## src/rtl/adder_accumulator.sv

```systemverilog
// adder_accumulator: packet accumulator with valid/ready handshakes on both sides.
// Operands are summed modulo 2^Width. A saturating count of carry-outs and a
// saturating count of operands are kept alongside the sum. The result is offered
// downstream once the packet's final operand has been taken. The accumulator
// clears when the downstream side accepts that result.
module adder_accumulator #(
    parameter int Width      = 32,
    parameter int CountWidth = 8
) (
    input  logic                  Clock,
    input  logic                  Reset_n,
    input  logic                  InValid,
    output logic                  InReady,
    input  logic [Width-1:0]      InData,
    input  logic                  InLast,
    output logic                  OutValid,
    input  logic                  OutReady,
    output logic [Width-1:0]      OutSum,
    output logic [CountWidth-1:0] OutCarries,
    output logic [CountWidth-1:0] OutCount
);

    // Two states. ACCUM takes operands. DONE presents the result.
    localparam logic [0:0] ACCUM = 1'b0;
    localparam logic [0:0] DONE  = 1'b1;

    localparam logic [CountWidth-1:0] CountMax = '1;
    localparam logic [CountWidth-1:0] CountOne = {{(CountWidth-1){1'b0}}, 1'b1};

    logic [0:0]            state_q;
    logic [0:0]            state_next;
    logic [Width-1:0]      sum_q;
    logic [Width-1:0]      sum_next;
    logic [CountWidth-1:0] carries_q;
    logic [CountWidth-1:0] carries_next;
    logic [CountWidth-1:0] count_q;
    logic [CountWidth-1:0] count_next;

    logic                  in_beat;
    logic                  out_handshake;
    logic [Width:0]        add_full;
    logic                  add_carry;

    // The handshakes are qualified by the registered state only. Because of this,
    // InReady and OutValid never depend combinationally on InValid or OutReady.
    // An input beat cannot coincide with the output handshake, since each one
    // needs a different state.
    assign in_beat       = InValid  && (state_q == ACCUM);
    assign out_handshake = OutReady && (state_q == DONE);

    // The add is one bit wider than the operands. Its top bit is the carry-out.
    // The top bit is dropped from the stored sum.
    assign add_full  = {1'b0, sum_q} + {1'b0, InData};
    assign add_carry = add_full[Width];

    // Next-state and next-accumulator selection
    always_comb begin
        // NOTE: every signal written here gets a default first, so no path leaves
        // a value unassigned and no latch is inferred.
        state_next   = state_q;
        sum_next     = sum_q;
        carries_next = carries_q;
        count_next   = count_q;

        case (state_q)
            ACCUM: begin
                if (in_beat) begin
                    sum_next = add_full[Width-1:0];
                    if (add_carry && (carries_q != CountMax)) begin
                        carries_next = carries_q + CountOne;
                    end
                    if (count_q != CountMax) begin
                        count_next = count_q + CountOne;
                    end
                    if (InLast) begin
                        state_next = DONE;
                    end
                end
            end
            DONE: begin
                // The inputs are ignored here. The result stays frozen until the
                // downstream side takes it.
                if (out_handshake) begin
                    state_next   = ACCUM;
                    sum_next     = '0;
                    carries_next = '0;
                    count_next   = '0;
                end
            end
            default: begin
                state_next = ACCUM;
            end
        endcase
    end

    // State and accumulator registers. Asynchronous reset discards any partial
    // or pending packet.
    always_ff @(posedge Clock or negedge Reset_n) begin
        // NOTE: sequential state uses non-blocking assignments, so every register
        // samples the values from before the edge.
        if (!Reset_n) begin
            state_q   <= ACCUM;
            sum_q     <= '0;
            carries_q <= '0;
            count_q   <= '0;
        end else begin
            state_q   <= state_next;
            sum_q     <= sum_next;
            carries_q <= carries_next;
            count_q   <= count_next;
        end
    end

    // Handshake flags come straight from state. The result outputs show the
    // running accumulator.
    assign InReady    = (state_q == ACCUM);
    assign OutValid   = (state_q == DONE);
    assign OutSum     = sum_q;
    assign OutCarries = carries_q;
    assign OutCount   = count_q;

endmodule
```

## config.mk

```make
export PLATFORM = sky130hd
export DESIGN_NAME = adder_accumulator
export DESIGN_NICKNAME = d
export VERILOG_FILES = /design/src/rtl/adder_accumulator.sv
export SDC_FILE = /design/constraint.sdc
export NUM_CORES = 1
export LEC_CHECK = 0
export BUFFER_PORTS_ARGS = -buffer_cell sky130_fd_sc_hd__buf_4
export CAP_MARGIN = 40
export CORE_MARGIN = 2
export CORE_UTILIZATION = 55
export DETAILED_ROUTE_END_ITERATION = 12
export PLACE_DENSITY = 0.81
export SLEW_MARGIN = 25
export SYNTH_ARGS = -nofsm -noshare
export SYNTH_HDL_FRONTEND = slang
export SYNTH_SLANG_ARGS = --single-unit
export TNS_END_PERCENT = 50
```

## constraint.sdc

```tcl
create_clock -name Clock -period 3.75 [get_ports Clock]
set_clock_uncertainty 0.1 [all_clocks]
set_input_delay 0.5625 -clock Clock [delete_from_list [all_inputs] [get_ports Clock]]
set_output_delay 0.5625 -clock Clock [all_outputs]
set_load 0.02 [all_outputs]
```

# Yosys cells after proc, flatten, opt, wreduce, memory -nomap -nowiden

Cells that the tools add are included.

Register bits: 49
Input bits: 37
Output and inout port bits: 50

Add/subtract/negate cells: 3
Equality and inequality tests: 6
Multiplexer cells: 14
Bitwise operators: 1
Reductions and logical operators: 6

Operators with widths:

| cell                                                   | number |
|---|---|
| two-way mux 32 bit                                     | 2 |
| one-hot mux 32 bit (2 select lines)                    | 1 |
| two-way mux 8 bit                                      | 5 |
| adder 32 x 32 -> 33 bit                                | 1 |
| one-hot mux 8 bit (2 select lines)                     | 2 |
| adder 8 x 1 -> 8 bit (second input constant)           | 2 |
| inequality test 8 bit (second input constant)          | 2 |
| inequality test 2 x 1 -> 1 bit (second input constant) | 4 |
| AND reduction 3 bit                                    | 2 |
| logical AND 1 bit                                      | 3 |
| two-way mux 1 bit                                      | 3 |
| one-hot mux 1 bit (2 select lines)                     | 1 |
| AND reduction 2 bit                                    | 1 |
| NOT 1 bit                                              | 1 |

# Longest topological paths before layout

Gate-level depths: netlist (run 1).

Depth in word-level cells: 5
Depth in mapped cells: 10

# Least setup slack after synthesis (run 1)

No wires, ideal clock.

Path kind: in2reg
Start: in InData[0]
End: reg carries_q[7] (netlist: OutCarries[7])
Data arrival time: 2.594 ns
Required time: 3.526 ns
Setup slack: 0.932 ns
Stages on the path: 10
Path buffers: 0
Cells stage by stage: ha_1 > fa_1 > a211oi_1 > o21ai_0 > nand3_2 > a31oi_4 > nor3_4 > or4_1 > a21oi_1 > a211o_1

Longest elaborated chain between the ends: 4

Ends and longest elaborated chain:

| what                                     | RTL line | text |
|---|---|---|
| start: declaration                       | 14       | `input logic [Width-1:0] InData,` |
| adder 32 x 32 -> 33 bit                  | 53       | `assign add_full = {1'b0, sum_q} + {1'b0, InData};` |
| logical AND 1 bit                        | 69       | `if (add_carry && (carries_q != CountMax)) begin` |
| inequality test 2 x 1 -> 1 bit (no line) | -        |  |
| AND reduction 3 bit (no line)            | -        |  |
| end signal: assignment                   | 109      | `carries_q <= carries_next;` |
| end: declaration                         | 34       | `logic [CountWidth-1:0] carries_q;` |

No other way between the ends.
A chain may end at the register's enable or synchronous reset.

# Final worst setup path (run 1)

Start: reg sum_q[0] (netlist: OutSum[0])
End: reg carries_q[3] (netlist: OutCarries[3])

Longest elaborated chain between the ends: 4

Ends and longest elaborated chain:

| what                                     | RTL line | text |
|---|---|---|
| start: declaration                       | 32       | `logic [Width-1:0] sum_q;` |
| start signal: assignment                 | 108      | `sum_q <= sum_next;` |
| adder 32 x 32 -> 33 bit                  | 53       |  |
| logical AND 1 bit                        | 69       |  |
| inequality test 2 x 1 -> 1 bit (no line) | -        |  |
| AND reduction 3 bit (no line)            | -        |  |

No other way between the ends.

==> run metrics, run 1 <==
diode count 0; worst rel slew slack 49.0%; Die ar. 0.00758 sq mm; via/cell ratio 5.96; die width 87.1 um; largest net degree at the start of global routing 50; CP Data Arrival Time 2.99 ns; H-tree lvl count 2; final net count 587; Least-Margin Pin Slew 0.763 ns; Sw Ratio 47.2%; routability cong. 0.859; FP Rows 30; Setup Buffers After CTS 0; r2r startpoint OutSum[0]; Setup crit end kind flop; top achievable clock speed 0.345 GHz; first-pass GRT wire length 15200 um; FFs w/ async S/R, synth 100%; dominant cell by count in the synthesized netlist nand2_1; filler instances 556; vias in the first global route 3304; Post-Synth Simple-Gate Area 19.0%; CP max stage delay 0.43 ns; XOR/XNOR Fraction of Synth Area 6.70%; Post-synth top cells 61 x nand2_1, 49 x dfrtp_1, 34 x ha_1; crit start category flop; placed cell areas 0.00450 sq mm; Power Dens Cells 775 mW/mm^2; mux cell area share after synthesis 0.792%; post-cts sizing count 0; share of layout cells above drive strength 1 23.1%; Clk pin slew, worst setup/hold paths 0.09 ns; Sink Count 49; Synth Register Bits 49; Synth top area share 32.3%; Inserted Clock Buffers 5; Hold Crit Class input pin to asynchronous set/reset pin; Post-Synth Adder-Cell Area 11.7%; Switch Pwr 1.68 mW; min cycle time layout 2.89 ns; gr usage total 24.9%; Post-synth EDFFs 0; setup TNS 0 ns; Starting DRT DRC Count 179; DP Worst Slack 0.570 ns; fin util 68.5%; Post-DP HPWL 6850 um; Mapped Cells 435; Max Cap Viol 0; top cells by area, synth dfrtp_1 32%, ha_1 11%, nand2_1 6.0%; Clock Path Buffers 2; Yosys top cell by area dfrtp_1; R2R setup slack 0.86 ns; Internal Power 1.88 mW; io pins 87; final worst slack 0.856 ns; Unique masters post-synth 60; vias 3545; Final Hold Vio Count 0; Area growth syn-to-layout 21.3%; Port Buf Inserts 86; TritonRoute pass-1 iters 4; WP buf/inv 0; clock power share 10.4%; syn nets 507; ANT nets after route 0; Final Cycle Share 77.2%; Post-Synthesis Mean Instance Area 8.72 sq um; initial antenna violation count 0; wire per inst 15.5 um; die span in y 87.1 um; gr ovfl total 0; CTS tree built; peak supply drop 0.416 mV; YS warnings 0; Initial Utilization 56.5%; final setup fails 0; CP Launch Point OutSum[0]; Crit path max-delay family compound AO/OA/AOI/OAI gates; Setup CP Type flop to flop; Slew Viols, Final 0; WP data required 3.85 ns; status completed; Synth Area in Compound Gates 26.5%; clock latency on the worst-skew pair 0.31 ns; cell at the slowest stage of the critical path fa_1; Post-route DRC 0; post-synthesis sequential area ratio 32.3%; Crit Path Max Fanout 5; Design Area, Final 0.00460 sq mm; Root Driver clkbuf_8; total leakage power 2.17 nW; dominant synthesized flop cell dfrtp_1; RSZ-0062 raised after global routing false; Post-Syn Area 0.00379 sq mm; Core Footprint 0.00672 sq mm; Logic pwr share 64.5%; crit-path cells ha_1 > fa_1 > a211oi_1 > o21ai_0 > nand3_2 > a31oi_4 > nor3_4 > or2_1 > nor2_1 > a2111oi_2; CTS hold repair buffers 0; Detailed Route WL 9220 um; main combinational cell family by area after synthesis compound AO/OA/AOI/OAI gates; register share of total power 25.1%
[state kept, by name (all words and copies together) (netlist names)]
register	count
OutCarries	8
OutValid	1
OutCount	8
OutSum	32
[area by class of cell]
type	instances	area (sq um)	area share (%)
clock buffer	5	68.8	1.49
sequential	49	1230	26.6
tap	80	100	2.17
inverter	13	48.8	1.06
multi-input combinational	357	2460	53.4
timing repair buffer	89	668	14.5
clock inverter	2	35.0	0.761
[path summary, 6_finish.rpt]
kind,depth (start not counted),end
min,1,OutSum[15]
max in group asynchronous,1,OutCount[0]
min reg2reg,2,OutSum[6]
min in group Clock,3,OutValid
max reg2reg,10,OutCarries[3]
max,10,OutCarries[3]
[metrics by stage]
step	std cells	power (mW)	hold slack, ns
global placement	588	3.12	0.396
detailed placement	588	3.18	0.404
finish	595	3.57	0.177
floorplan	435	2.52	0.167
CTS	595	3.57	0.199
global route	595	3.86	0.229
[layout by cell type (no fill, tap or decap), types with 4 or more instances in the layout]
cell        n
buf_4      89
dfrtp_1    49
xnor2_1    14
nand3_1    11
or2_2       4
o31ai_1     4
o21ai_0    27
nand2_1    61
nor3_1      6
nor2_1     24
a21oi_1    25
ha_1       34
inv_1      13
a21o_1     17
a31oi_1     6
and3_1      8
nand4_1     9
xor2_1     15
o21ai_1    17
clkbuf_8    5
a2111oi_2   4
a211oi_1    7
[layer usage]
metal	vias to the layer above	global-route usage (%)	share of wire, %
li1	1763	-	-
met1	1689	33.1	45
met2	85	42.1	50
met3	8	3.51	4.0
met4	0	7.39	0.99
met5	-	0	0
[power by group through the flow]
stage / Sequential [mW] / Clock (mW) / Combinational (mW)
2_1_floorplan: 1.09 / 0 / 1.43
3_3_place_gp: 0.898 / 0 / 2.22
3_5_place_dp: 0.904 / 0 / 2.28
4_1_cts: 0.896 / 0.386 / 2.29
5_1_grt: 0.923 / 0.407 / 2.53
6_report: 0.896 / 0.372 / 2.30
[cell families (layout without fill, tap and decap cells)]
family / after synthesis / after routing
xor gates and xnor gates: 29 / 29
DFF: 49 / 49
muxes: 3 / 3
buffers and inverters: 29 / 109
and+or+nand+nor: 148 / 148
adders and majority gates: 35 / 35
AOI/OAI and AO/OA: 142 / 142
Note: power is estimated with default switching activity, not from simulation.
==> run 2: changes to the inputs <==
--- a/config.mk
+++ b/config.mk
@@ -8,9 +8,9 @@
 export BUFFER_PORTS_ARGS = -buffer_cell sky130_fd_sc_hd__buf_4
 export CAP_MARGIN = 40
 export CORE_MARGIN = 2
-export CORE_UTILIZATION = 55
+export CORE_UTILIZATION = 50
 export DETAILED_ROUTE_END_ITERATION = 12
-export PLACE_DENSITY = 0.81
+export PLACE_DENSITY = 0.78
 export SLEW_MARGIN = 25
 export SYNTH_ARGS = -nofsm -noshare
 export SYNTH_HDL_FRONTEND = slang
==> constraint.sdc (replaced) <==
create_clock -name Clock -period 2.5 [get_ports Clock]
set_clock_uncertainty 0.1 [all_clocks]
set_input_delay 0.375 -clock Clock [delete_from_list [all_inputs] [get_ports Clock]]
set_output_delay 0.375 -clock Clock [all_outputs]
set_load 0.02 [all_outputs]
==> run 2 against run 1 <==
Effect of this change:
- the run now ends with hold timing, setup timing left
- final cell count is 17% higher
- global-route usage is 0.47 points higher
- utilization is 8.2 points higher
- sequential power is 51% higher
- die area is 9.5% higher
- cell area is 22% higher
- critical path depth is 1 lower
- largest cell class unchanged
==> run metrics, run 2 (synthesis results as in run 1) <==
status finished with violations; final worst slack -0.0285 ns; Root Driver clkbuf_8; placed insts 680; WP data required 2.60 ns; commonest cells after routing, fill and taps aside 169 x buf_4, 61 x nand2_1, 48 x dfrtp_1; hold_ws -0.0101 ns; clock latency on the worst-skew pair 0.31 ns; die width 91.1 um; Setup crit end kind flop; H-tree lvl count 2; Final Cycle Share 101%; Clock Path Buffers 2; top achievable clock speed 0.395 GHz; commonest non-fill, non-tap cell in the layout buf_4; non-filler cells, final 696; die span in y 91.1 um; filler instances 508; min cycle time layout 2.53 ns; largest net degree at the start of global routing 50; Post-DP HPWL 7810 um; Post-route DRC 0; total power 6.70 mW; Hold Crit Class input pin to asynchronous set/reset pin; number of flip-flops under the largest register name 32; FP Rows 31; diode count 0; r2r startpoint OutSum[17]; Final Hold Vio Count 27; r2r worst-path depth 9; initial antenna violation count 0; crit start category flop; Starting DRT DRC Count 189; via/cell ratio 5.73; worst rel slew slack 57.0%; final net count 668; io pins 87; Initial Utilization 52.0%; Least-Margin Pin Slew 0.644 ns; Port Buf Inserts 86; wire per inst 16.1 um; multi-input combinational cell area 0.00280 sq mm; ANT nets after route 0; Detailed Route WL 11200 um; TritonRoute pass-1 iters 5; Max Cap Viol 0; Power Dens Cells 1200 mW/mm^2; first-pass GRT wire length 17500 um; total leakage power 2.61 nW; share of layout cells above drive strength 1 40.4%; gr ovfl total 0; Slew Viols, Final 0; fin util 76.7%; CP Data Arrival Time 2.63 ns; Crit Path Max Fanout 5; Register Area 0.00123 sq mm; RSZ-0062 raised after global routing true; CTS hold repair buffers 0; R2R setup slack -0.03 ns; routability cong. 0.962; Setup CP Type flop to flop; Core Footprint 0.00729 sq mm; vias 3989; Die ar. 0.00830 sq mm; Inserted Clock Buffers 5; Area growth syn-to-layout 47.4%; failing checks hold timing, setup timing; reg2reg end OutCarries[6]; CTS tree built; final setup fails 4; setup TNS -0.0859 ns; peak supply drop 0.730 mV; Sink Count 49; Clk pin slew, worst setup/hold paths 0.09 ns; vias in the first global route 3893; gr usage total 25.4%
==> run 2: through the flow <==
| stage | setup slack, ns | cell area [sq um] | hold WS, ns |
|---|---|---|---|
| floorplan | -0.0240 | 3820 | -0.0206 |
| global placement | -0.149 | 5100 | 0.343 |
| detailed placement | -0.188 | 5100 | 0.345 |
| CTS | -0.00554 | 5280 | 0.0152 |
| global route | -0.117 | 5590 | 0.0448 |
| finish | -0.0285 | 5590 | -0.0101 |
==> run 2: report_power, final <==
part           leakage [nW]  switching (mW)  internal [mW]  total (mW)
Combinational          1.92            2.43           2.32        4.76
Clock                0.0554           0.289          0.301       0.590
Sequential            0.630           0.277           1.07        1.35
==> run 2: cell type report <==
cell class / count / area share [%]
clock buffer: 6 / 1.30
tap: 99 / 2.21
clock inverter: 2 / 0.694
timing repair buffer: 170 / 22.9
inverter: 13 / 0.872
sequential: 49 / 21.9
multi-input combinational: 357 / 50.1
==> run 2: worst max path at each step <==
stage	startpoint	to	slack, ns	cells after the start
3_3_place_gp	InData[0]	OutCarries[5]	-0.15	11
6_report	OutSum[17]	OutCarries[6]	-0.03	9
2_1_floorplan	OutSum[15]	OutCarries[7]	-0.02	10
3_5_place_dp	InData[3]	OutSum[31]	-0.19	10
5_1_grt	OutSum[0]	OutCarries[4]	-0.12	10
4_1_cts	OutSum[10]	OutCarries[7]	-0.006	10
==> run 2: repair_timing <==
action	CTS	global route
endpoints found under the hold margin	0	0
resized for setup	8	43
pin swaps	5	15
endpoints found under the setup margin	13	26
setup buffers	2	6
==> run 2: routing by layer <==
metal / up-vias / global-route usage, % / share of wire (%) / wire length [um]
li1: 1923 / - / - / -
met1: 1912 / 32.6 / 42 / 4670
met2: 123 / 44.3 / 51 / 5690
met3: 31 / 2.66 / 4.5 / 501
met4: 0 / 8.96 / 3.1 / 348
met5: - / 0 / 0 / 0
==> run 2: critical path: stages, from the launching register on <==
cell	delay, ns
dfrtp_1	0.43
ha_4	0.25
a21o_1	0.18
a2111o_1	0.48
nand4_1	0.19
a31oi_4	0.06
nor3_4	0.23
or2_4	0.23
nor2_1	0.07
a2111oi_2	0.20
==> run 3: changes to the inputs <==
--- a/config.mk
+++ b/config.mk
@@ -5,10 +5,11 @@
 export SDC_FILE = /design/constraint.sdc
 export NUM_CORES = 1
 export LEC_CHECK = 0
+export ABC_AREA = 1
 export BUFFER_PORTS_ARGS = -buffer_cell sky130_fd_sc_hd__buf_4
 export CAP_MARGIN = 40
 export CORE_MARGIN = 2
-export CORE_UTILIZATION = 50
+export CORE_UTILIZATION = 51
 export DETAILED_ROUTE_END_ITERATION = 12
 export PLACE_DENSITY = 0.78
 export SLEW_MARGIN = 25
==> run 3 against run 2 <==
Effect of this change:
- the flow finishes with violations (hold timing)
- combinational power down 17%
- worst setup slack better by 0.30 ns
- area after synthesis up 17%
- die area up 14%
- via count is 18% higher
- critical path depth grew 5
- register-to-register slack better by 0.30 ns
- critical path type unchanged
==> run metrics, run 3 <==
Unique masters post-synth 33; Starting DRT DRC Count 300; Setup CP Type flop to flop; Post-synth EDFFs 0; Internal Power 2.81 mW; R2R setup slack 0.27 ns; Core Footprint 0.00830 sq mm; die span in y 97.1 um; YS warnings 0; worst rel slew slack 56.1%; die width 97.1 um; Crit Path Max Fanout 9; XOR/XNOR Fraction of Synth Area 0.792%; min cycle time layout 2.23 ns; diode count 0; total leakage power 3.25 nW; Crit path max-delay family simple AND/OR/NAND/NOR gates; first-pass GRT wire length 20400 um; Post-Synth Adder-Cell Area 10.1%; cell at the slowest stage of the critical path dfrtp_1; gr usage total 25.9%; Power Dens Cells 1130 mW/mm^2; commonest cells after routing, fill and taps aside 312 x nand2_1, 121 x inv_1, 87 x buf_4; final net count 891; dominant synthesized flop cell dfrtp_1; hold_ws -0.0184 ns; Port Buf Inserts 86; largest net degree at the start of global routing 50; failing checks hold timing; FFs w/ async S/R, synth 100%; top cells by area, synth dfrtp_1 28%, nand2_1 26%, inv_1 10%; Synth Register Bits 49; Initial Utilization 53.3%; io pins 87; CTS hold repair buffers 0; Detailed Route WL 12200 um; Design Area, Final 0.00528 sq mm; initial antenna violation count 0; Slew Viols, Final 0; Clock Path Buffers 2; Logic pwr share 66.6%; routability cong. 0.975; Hold Crit Class input pin to asynchronous set/reset pin; Setup Buffers After CTS 0; status finished with violations; Yosys top cell by area dfrtp_1; Post-Synthesis Mean Instance Area 6.04 sq um; post-synthesis sequential area ratio 27.7%; Max Cap Viol 0; share of layout cells above drive strength 1 14.0%; crit-path cells ha_1 > fa_1 > nand2_1 > nand2_1 > nand3_1 > nand2_2 > nand2_1 > nand2_2 > nand2_2 > nand2_4 > nand2_4 > nand2_4 > nand2_1 > nand2_1; H-tree lvl count 2; top achievable clock speed 0.449 GHz; TritonRoute pass-1 iters 5; Sw Ratio 52.8%; final setup fails 0; CP Data Arrival Time 2.34 ns; Final Hold Vio Count 27; Sink Count 49; Synth Area in Compound Gates 8.55%; Synth top area share 27.7%; Least-Margin Pin Slew 0.659 ns; CP max stage delay 0.41 ns; syn nets 804; dominant cell by count in the synthesized netlist nand2_1; gr ovfl total 0; clock power share 10.0%; CTS tree built; mux cell area share after synthesis 0%; peak supply drop 0.549 mV; wire per inst 13.3 um; Inserted Clock Buffers 5; Root Driver clkbuf_8; Post-route DRC 0; non-filler cells, final 924; via/cell ratio 5.10; WP buf/inv 0; Post-synth top cells 312 x nand2_1, 121 x inv_1, 49 x dfrtp_1, 49 x nand3_1, 46 x nor2_1; filler instances 820; register share of total power 23.4%; Mapped Cells 732; vias 4716; Final Cycle Share 89.1%; setup TNS 0 ns; Post-DP HPWL 9520 um; RSZ-0062 raised after global routing false; commonest non-fill, non-tap cell in the layout nand2_1; WP data required 2.61 ns; Post-Synth Simple-Gate Area 41.3%; crit start category flop; main combinational cell family by area after synthesis simple AND/OR/NAND/NOR gates; Die ar. 0.00943 sq mm; Switch Pwr 3.14 mW; Clk pin slew, worst setup/hold paths 0.10 ns; Area growth syn-to-layout 19.4%; placed insts 917; post-cts sizing count 0; ANT nets after route 0; number of flip-flops under the largest register name 32; Top cell by count, worst path nand2_1; placed cell areas 0.00518 sq mm; clock latency on the worst-skew pair 0.32 ns; FP Rows 33; Setup crit end kind flop; Post-Syn Area 0.00442 sq mm; vias in the first global route 4516
run 3: cell count changes after synthesis, moves of 9 or more:
cell and change:
a21o_1 -16, a21oi_1 +14, clkbuf_1 -9, inv_1 +108, nand2_1 +251, nand3_1 +38
nor2_1 +21, o21ai_0 -12, o21ai_1 -12, xnor2_1 -13, xor2_1 -12
run 3: cell families (layout without fill, tap and decap cells):
family	after synthesis	after routing
DFF	49	49
AOI/OAI and AO/OA	69	69
xor gates and xnor gates	4	4
and+or+nand+nor	440	440
adders and majority gates	35	35
buffers and inverters	135	222
run 3: final timing paths:
kind                                 endpoint       start  depth (start not counted)
worst min register to register     OutSum[21]  OutSum[21]                          2
worst min-delay path               OutSum[13]     Reset_n                          1
worst max-delay path            OutCarries[4]   OutSum[0]                         14
min in group Clock                   OutValid    OutReady                          2
max in group asynchronous       OutCarries[4]     Reset_n                          1
worst max register to register  OutCarries[4]   OutSum[0]                         14
run 3: layout make-up:
class,instances,area (sq um),share of cell area (%)
repair buffers,87,653,12.4
multi-input cells,548,2690,50.9
flip-flops and latches,49,1230,23.2
well taps,105,131,2.49
inverters,128,480,9.10
clock buffers,5,68.8,1.30
clock inverters,2,35.0,0.664
run 3: metal layers:
metal | vias up | GRT usage (%) | part of all wire (%)
li1 | 2436 | - | -
met1 | 2114 | 32.6 | 45
met2 | 150 | 45.5 | 46
met3 | 16 | 5.40 | 6.6
met4 | 0 | 6.28 | 1.6
met5 | - | 0 | 0
run 3: per-stage QoR:
step	hold WS, ns	utilization, %	worst slack (ns)	total power [mW]
after floorplan	-0.0206	-	0.364	4.06
after global placement	0.350	62.4	0.214	5.23
after detailed placement	0.348	62.4	0.161	5.31
after CTS	0.00649	63.6	0.256	5.92
after global routing	0.0424	63.6	0.0472	6.48
final	-0.0184	63.6	0.272	5.95
run 3: power groups by stage:
stage               combinational (mW)  sequential (mW)  clock, mW
global route                      4.41             1.43      0.636
detailed placement                3.92             1.40          0
global placement                  3.85             1.39          0
floorplan                         2.35             1.72          0
finish                            3.96             1.39      0.595
CTS                               3.94             1.39      0.598
